--- src/rtl/uart_tx_param.sv ---
// Single-clock UART transmitter with integrated TX FIFO, runtime baud divisor and 1/2 stop bits.
// Define UART_TX_PARITY_EN to build odd/even parity generation; otherwise par_mode is ignored.
module uart_tx_param #(
    parameter int DATA_W     = 8,
    parameter int FIFO_DEPTH = 16,
    parameter int DIV_W      = 16
) (
    input  logic                          clk,
    input  logic                          rst,
    input  logic                          ena,
    input  logic [DIV_W-1:0]              baud_div,
    input  logic [1:0]                    par_mode,
    input  logic                          stop2,
    input  logic                          tx_fifo_wen,
    input  logic [DATA_W-1:0]             tx_fifo_wdata,
    output logic                          tx_fifo_full,
    output logic                          tx_fifo_empty,
    output logic [$clog2(FIFO_DEPTH):0]   tx_fifo_usedw,
    output logic                          tx_fifo_ovf,
    output logic                          txd,
    output logic                          tx_work
);
    localparam int AW    = $clog2(FIFO_DEPTH);
    localparam int CNT_W = AW + 1;
    localparam int BW    = $clog2(DATA_W);

    typedef enum logic [2:0] {S_IDLE, S_START, S_DATA, S_PARITY, S_STOP} state_t;

    state_t              r_state, w_state_next;
    logic [DATA_W-1:0]   r_mem [FIFO_DEPTH];
    logic [AW-1:0]       r_wptr, r_rptr;
    logic [CNT_W-1:0]    r_count, w_count_next;
    logic                r_full, r_empty, r_ovf;
    logic                w_push, w_pop, w_start, w_can_start, w_bit_end, w_par_on;
    logic [DATA_W-1:0]   r_data, w_data_next, w_head;
    logic [DIV_W-1:0]    r_div, w_div_next, r_cnt, w_cnt_next;
    logic [1:0]          r_par, w_par_next, w_par_sel;
    logic                r_stop2, w_stop2_next, r_stop_idx, w_stop_idx_next;
    logic [BW-1:0]       r_bit, w_bit_next;
    logic                r_txd, w_txd_next, r_work;

`ifdef UART_TX_PARITY_EN
    function automatic logic f_parity(input logic [DATA_W-1:0] d, input logic [1:0] mode);
        f_parity = (mode == 2'b10) ? (^d) : (~^d);
    endfunction

    assign w_par_sel = par_mode;
    assign w_par_on  = (r_par == 2'b01) || (r_par == 2'b10);
`else
    logic w_unused_par;
    assign w_par_sel    = 2'b00;
    assign w_par_on     = 1'b0;
    assign w_unused_par = ^{par_mode, r_par};
`endif

    assign w_head      = r_mem[r_rptr];
    assign w_can_start = ena && !r_empty;
    assign w_bit_end   = (r_cnt == DIV_W'(0));
    // A pop frees a slot in the same cycle, so a write while full is accepted then.
    assign w_push      = tx_fifo_wen && (!r_full || w_pop);

    // FIFO occupancy next value
    always_comb begin
        w_count_next = r_count;
        case ({w_push, w_pop})
            2'b10:   w_count_next = r_count + CNT_W'(1);
            2'b01:   w_count_next = r_count - CNT_W'(1);
            default: w_count_next = r_count;
        endcase
    end

    // FIFO storage; no reset needed because reads are gated by the occupancy count
    always_ff @(posedge clk) begin
        if (w_push) begin
            r_mem[r_wptr] <= tx_fifo_wdata;
        end
    end

    // FIFO pointers, count and registered flags
    always_ff @(posedge clk) begin
        if (rst) begin
            r_wptr  <= AW'(0);
            r_rptr  <= AW'(0);
            r_count <= CNT_W'(0);
            r_full  <= 1'b0;
            r_empty <= 1'b1;
            r_ovf   <= 1'b0;
        end else begin
            r_wptr  <= w_push ? r_wptr + AW'(1) : r_wptr;
            r_rptr  <= w_pop ? r_rptr + AW'(1) : r_rptr;
            r_count <= w_count_next;
            r_full  <= (w_count_next == CNT_W'(FIFO_DEPTH));
            r_empty <= (w_count_next == CNT_W'(0));
            r_ovf   <= tx_fifo_wen && r_full && !w_pop;
        end
    end

    // Frame sequencing; txd is computed from the next state so the line is registered
    always_comb begin
        w_state_next    = r_state;
        w_start         = 1'b0;
        w_pop           = 1'b0;
        w_data_next     = r_data;
        w_div_next      = r_div;
        w_par_next      = r_par;
        w_stop2_next    = r_stop2;
        w_bit_next      = r_bit;
        w_stop_idx_next = r_stop_idx;
        w_cnt_next      = (r_state == S_IDLE) ? r_cnt : r_cnt - DIV_W'(1);
        w_txd_next      = 1'b1;
        case (r_state)
            S_IDLE: begin
                if (w_can_start) w_start = 1'b1;
                else             w_state_next = S_IDLE;
            end
            S_START: begin
                if (w_bit_end) begin
                    w_state_next = S_DATA;
                    w_bit_next   = BW'(0);
                    w_cnt_next   = r_div;
                end else begin
                    w_state_next = S_START;
                end
            end
            S_DATA: begin
                if (w_bit_end) begin
                    w_cnt_next = r_div;
                    if (r_bit == BW'(DATA_W - 1)) begin
                        w_state_next    = w_par_on ? S_PARITY : S_STOP;
                        w_stop_idx_next = 1'b0;
                    end else begin
                        w_bit_next = r_bit + BW'(1);
                    end
                end else begin
                    w_state_next = S_DATA;
                end
            end
`ifdef UART_TX_PARITY_EN
            S_PARITY: begin
                if (w_bit_end) begin
                    w_state_next    = S_STOP;
                    w_stop_idx_next = 1'b0;
                    w_cnt_next      = r_div;
                end else begin
                    w_state_next = S_PARITY;
                end
            end
`endif
            S_STOP: begin
                if (!w_bit_end) begin
                    w_state_next = S_STOP;
                end else if (r_stop2 && !r_stop_idx) begin
                    w_stop_idx_next = 1'b1;
                    w_cnt_next      = r_div;
                end else if (w_can_start) begin
                    w_start = 1'b1;
                end else begin
                    w_state_next = S_IDLE;
                end
            end
            default: w_state_next = S_IDLE;
        endcase

        // Word and line settings are captured together so mid-frame changes cannot tear a frame.
        if (w_start) begin
            w_pop        = 1'b1;
            w_state_next = S_START;
            w_data_next  = w_head;
            w_div_next   = baud_div;
            w_cnt_next   = baud_div;
            w_par_next   = w_par_sel;
            w_stop2_next = stop2;
        end else begin
            w_pop = 1'b0;
        end

        case (w_state_next)
            S_START:  w_txd_next = 1'b0;
            S_DATA:   w_txd_next = w_data_next[w_bit_next];
`ifdef UART_TX_PARITY_EN
            S_PARITY: w_txd_next = f_parity(r_data, r_par);
`endif
            default:  w_txd_next = 1'b1;
        endcase
    end

    // Transmitter state and registered line outputs
    always_ff @(posedge clk) begin
        if (rst) begin
            r_state    <= S_IDLE;
            r_data     <= DATA_W'(0);
            r_div      <= DIV_W'(0);
            r_cnt      <= DIV_W'(0);
            r_par      <= 2'b00;
            r_stop2    <= 1'b0;
            r_bit      <= BW'(0);
            r_stop_idx <= 1'b0;
            r_txd      <= 1'b1;
            r_work     <= 1'b0;
        end else begin
            r_state    <= w_state_next;
            r_data     <= w_data_next;
            r_div      <= w_div_next;
            r_cnt      <= w_cnt_next;
            r_par      <= w_par_next;
            r_stop2    <= w_stop2_next;
            r_bit      <= w_bit_next;
            r_stop_idx <= w_stop_idx_next;
            r_txd      <= w_txd_next;
            r_work     <= (w_state_next != S_IDLE);
        end
    end

    assign tx_fifo_full  = r_full;
    assign tx_fifo_empty = r_empty;
    assign tx_fifo_usedw = r_count;
    assign tx_fifo_ovf   = r_ovf;
    assign txd           = r_txd;
    assign tx_work       = r_work;
endmodule

--- config.mk ---
export PLATFORM = sky130hd
export DESIGN_NAME = uart_tx_param
export DESIGN_NICKNAME = d
export VERILOG_FILES = /design/src/rtl/uart_tx_param.sv
export SDC_FILE = /design/constraint.sdc
export NUM_CORES = 1
export LEC_CHECK = 0
export ABC_CLOCK_PERIOD_IN_PS = 4000
export BUFFER_PORTS_ARGS = -buffer_cell sky130_fd_sc_hd__buf_2
export CORE_ASPECT_RATIO = 0.5
export CORE_MARGIN = 10
export CORE_UTILIZATION = 25
export CTS_CLUSTER_DIAMETER = 200
export DETAILED_ROUTE_END_ITERATION = 8
export GPL_TIMING_DRIVEN = 0
export HOLD_SLACK_MARGIN = 0.15
export PLACE_DENSITY = 0.36
export REMOVE_ABC_BUFFERS = 1
export SETUP_SLACK_MARGIN = 0.5
export SLEW_MARGIN = 20
export SYNTH_ARGS = -nofsm -noshare
export SYNTH_HDL_FRONTEND = slang
export SYNTH_SLANG_ARGS = --single-unit
--- constraint.sdc ---
create_clock -name clk -period 4 [get_ports clk]
set_input_delay 0.8 -clock clk [delete_from_list [all_inputs] [get_ports clk]]
set_output_delay 0.8 -clock clk [all_outputs]
set_load 0.005 [all_outputs]
==> results.txt <==
- The clock tree synthesis step divided the H-tree into 4 levels.
* Number of clock buffers inserted by TritonCTS: 17
- STA classifies the critical path startpoint as a flip-flop.
- The netlist uses 63 different library cells.
* DIE WIDTH: between 200 and 300 um
* Power density over cell area: a little under 600 nW/um2
- Core ar.: between 30000 and 40000 um2
* Initial antenna violation count: 0
- Once detailed placement completed, the half-perimeter wirelength came to 12820 um.
- The tightest min-delay check is of the reg -> reg type.
- Once layout is complete, the utilization of the core stands at 29.43%.
- The die covers between 40000 and 50000 um2.
* Fill cell total of the finished layout: 3343
* Final worst-path cycle share: 82.44%
* Type of the setup path with the least slack: reg -> reg
* Hold Vio Cnt, Final: 0
* Sequential cell area fraction in the yosys report: 62.63%
- The first global-routing pass estimated 31190 um of wire.
- The synthesized design contains 198 register bits.
- Worst-Skew Late Latency: 450 ps
* Pleak: around 3.2 nW
- Of all cell types, the one taking the most synthesized area is sky130_fd_sc_hd__edfxtp_1.
- Main area contributors after synthesis: sky130_fd_sc_hd__edfxtp_1 (46%), sky130_fd_sc_hd__dfxtp_1 (17%), sky130_fd_sc_hd__mux4_2 (8.6%), sky130_fd_sc_hd__nor2_1 (2.6%), sky130_fd_sc_hd__nand2_1 (1.9%)
* Syn Std Cell Area: 8374 um2
* Post-DR wirelength/cell: 18.74 um
- Clock-pin slew was measured on the worst setup and hold paths at 80 ps.
- Share of flip-flops with an asynchronous set or reset: 0%
- Sink Count: 198
- Setup violations remaining at the end of the flow were counted as 0.
- Initial core utilization: 25.34%
- Endpoint type of the worst setup path: flip-flop
* Longest Clk Path Bufs: 2
* Max rail drop VDD: 0.3261 mV
- Outcome: finished, final reports clean
* Final-stage net count: between 600 and 700
- Measured against its own limit, the worst slew margin works out to 40.17%.
* Overall via count from detail_route: 4836
* CTS root buffer: sky130_fd_sc_hd__clkbuf_16
* Worst slew pin tran: 895.6 ps
- Timing would allow up to 0.3033 GHz.
- In this run, synthesis inferred 128 flip-flops with an integrated enable.
- Number of buffers inserted for hold repair after clock tree synthesis: 0
* Number of routed nets with antenna violations: 0
* Gate count after technology mapping: 593
* I/O pin total: just over 40
- TritonCTS built the clock tree.
- Fin. max-slew vios: 0
- Entering global routing, the biggest net connects 67 pins.
- Required time of the worst setup path: between 4000 and 5000 ps
- After detailed routing, the number of remaining DRC violations is 0.
- Max Cap Violations: 0
- Final RePlAce weighted congestion: 0.6999
- Subtracting the final worst setup slack from the clock period gives about 3300 ps.
- Row cnt: 47
* Via/cell ratio: ~4.5
- Number of optimization iterations in the first detailed-route pass: 4
- Syn_area_per_cell: 14.12 um2
- Counting tap cells, the placed design contains a total of around 1000 instances.
- Fraction of final layout cells with drive strength greater than 1: 23.95%
- Drt first-iter violations: around 190
* Yosys top cell area share: 45.90%
- For the final database, setup skew stands at 10.98 ps.
* Predominant post-synthesis flop cell: sky130_fd_sc_hd__edfxtp_1
- Setup repair after global routing left no endpoint under its margin.
- During placement, the flow inserted port buffers numbering 38.
- During synthesis, Yosys emitted a total of 0 warnings.
- The via count of the first global-routing pass is around 5000.
- The number of antenna diodes in the final layout is 0.
* Residual overflow from global routing: 0
- Final hold slack: 457.9 ps
- Area growth, synth to finish: 16.14%
- Vertical extent of the die: 149.4 um
- Global-route usage over all layers: 10.07%
* Arrival time at the worst endpoint: 3690 ps
- Crit path max fanout: 3
- Final non-filler cell total: 1084
- After detailed routing, the total wire length is around 20000 um.
## critical path: stages, from the launching register on
cell and delay [ps]:
sky130_fd_sc_hd__dfxtp_1 330, sky130_fd_sc_hd__inv_1 80, sky130_fd_sc_hd__ha_2 170, sky130_fd_sc_hd__nor4b_4 250, sky130_fd_sc_hd__nand4_4 170, sky130_fd_sc_hd__o21ai_4 220
sky130_fd_sc_hd__a21bo_2 170, sky130_fd_sc_hd__and2_4 150, sky130_fd_sc_hd__inv_2 50, sky130_fd_sc_hd__ha_4 160, sky130_fd_sc_hd__xor2_1 150, sky130_fd_sc_hd__ha_2 190
sky130_fd_sc_hd__o21a_1 170, sky130_fd_sc_hd__o21a_1 190, sky130_fd_sc_hd__a311oi_2 230, sky130_fd_sc_hd__nor3_2 90, sky130_fd_sc_hd__xnor2_1 150, sky130_fd_sc_hd__or2_4 240
sky130_fd_sc_hd__nor2_2 80
## cells by family after synthesis
kind of cell,count (synthesis),share of synthesized area (%)
flops,198,62.63
simple gates,164,10.25
mux,51,10.92
fa+ha+maj,12,1.793
xor+xnor,27,2.824
compound gates,102,9.024
buf+inv,39,2.555
## final timing paths
path | to | from | slack [ps] | cells after the start
max | tx_fifo_full | r_cnt[1] | 700 | 18
max reg2reg | tx_fifo_full | r_cnt[1] | 700 | 18
min | r_div[7] | r_div[7] | 460 | 2
min reg2reg | r_div[7] | r_div[7] | 460 | 2
## Yosys cell counts (all sizes together), types with 2 or more instances
cell     count
a21o         2
a31oi        9
or3          3
buf         15
nor2b        9
dfxtp       70
ha          12
xor2        13
a22oi       17
a21oi       30
mux2         3
nor2        58
and2         2
nand3        4
inv          7
a2bb2oi      3
or3b         3
nand2       44
xnor2       14
nor4         4
or4          2
nand2b       9
nor3        13
o22ai        3
o31ai        2
nand4        2
clkbuf      17
edfxtp     128
mux4        32
a211oi       3
mux2i       16
o2111ai      2
o21a         5
or4b         2
o21ai        7
o32ai       13
and3         3
nand3b       2
## metal layers
metal,global-route usage (%),share of wire [%],up-vias
li1,-,-,2334
met3,2.751,3.7,20
met5,0,0,-
met1,12.38,47,2434
met2,16.88,48,48
met4,3.569,1.3,0
## area by class of cell
cell class                      count  area, um2  share of cell area (%)
Multi-Input combinational cell    356       2980                   30.64
Inverter                            7      42.54                  0.4374
Clock buffer                       17      425.4                   4.374
Timing Repair Buffer               48      300.3                   3.088
Tap cell                          441      551.8                   5.673
Sequential cell                   198       5251                   53.99
Clock inverter                     15      156.4                   1.608
Timing Repair inverter              2      17.52                  0.1801
## power breakdown
part	internal (mW)	leakage (nW)	switching, mW
clock network	0.887	0.283	0.851
registers	2.32	1.73	0.153
logic	0.673	1.20	0.842
total	3.88	3.22	1.85
## cells in the final DEF, fill, tap and decap left out, types with 13 or more instances in the layout
cell / Yosys / routed
sky130_fd_sc_hd__mux4_2: 32 / 32
sky130_fd_sc_hd__nor2_1: 57 / 56
sky130_fd_sc_hd__xor2_1: 13 / 13
sky130_fd_sc_hd__edfxtp_1: 128 / 128
sky130_fd_sc_hd__buf_2: 6 / 37
sky130_fd_sc_hd__nand2_1: 43 / 43
sky130_fd_sc_hd__xnor2_1: 14 / 14
sky130_fd_sc_hd__a21oi_1: 30 / 30
sky130_fd_sc_hd__clkbuf_16: 0 / 17
sky130_fd_sc_hd__mux2i_1: 16 / 16
sky130_fd_sc_hd__dfxtp_1: 70 / 67
sky130_fd_sc_hd__a22oi_1: 17 / 17
## flip-flops by register name, indices dropped and copies added, names as in the netlist, 3 cells and up, named ones only
signal / cells
r_mem: 128
r_rptr: 4
r_div: 16
r_wptr: 4
r_cnt: 16
r_state: 3
r_bit: 3
r_data: 8
tx_fifo_usedw: 5
## timing repair
action,in CTS,in global routing
pin swaps,6,5
cloned,2,0
buffers inserted,7,1
gates resized for setup,14,3
setup endpoints to repair,4,3
## through the flow
step,total power [mW],cell area [um2],setup TNS [ps],setup WS [ps]
after global placement,4.507,8934,-480.8,-208.5
after CTS,5.826,9713,0,536.0
after global routing,6.069,9726,0,502.2
after detailed placement,4.516,9009,-337.8,-180.0
after floorplan,3.966,8192,0,358.6
final,5.729,9726,0,702.5
Power figures use the tool's default switching activity.
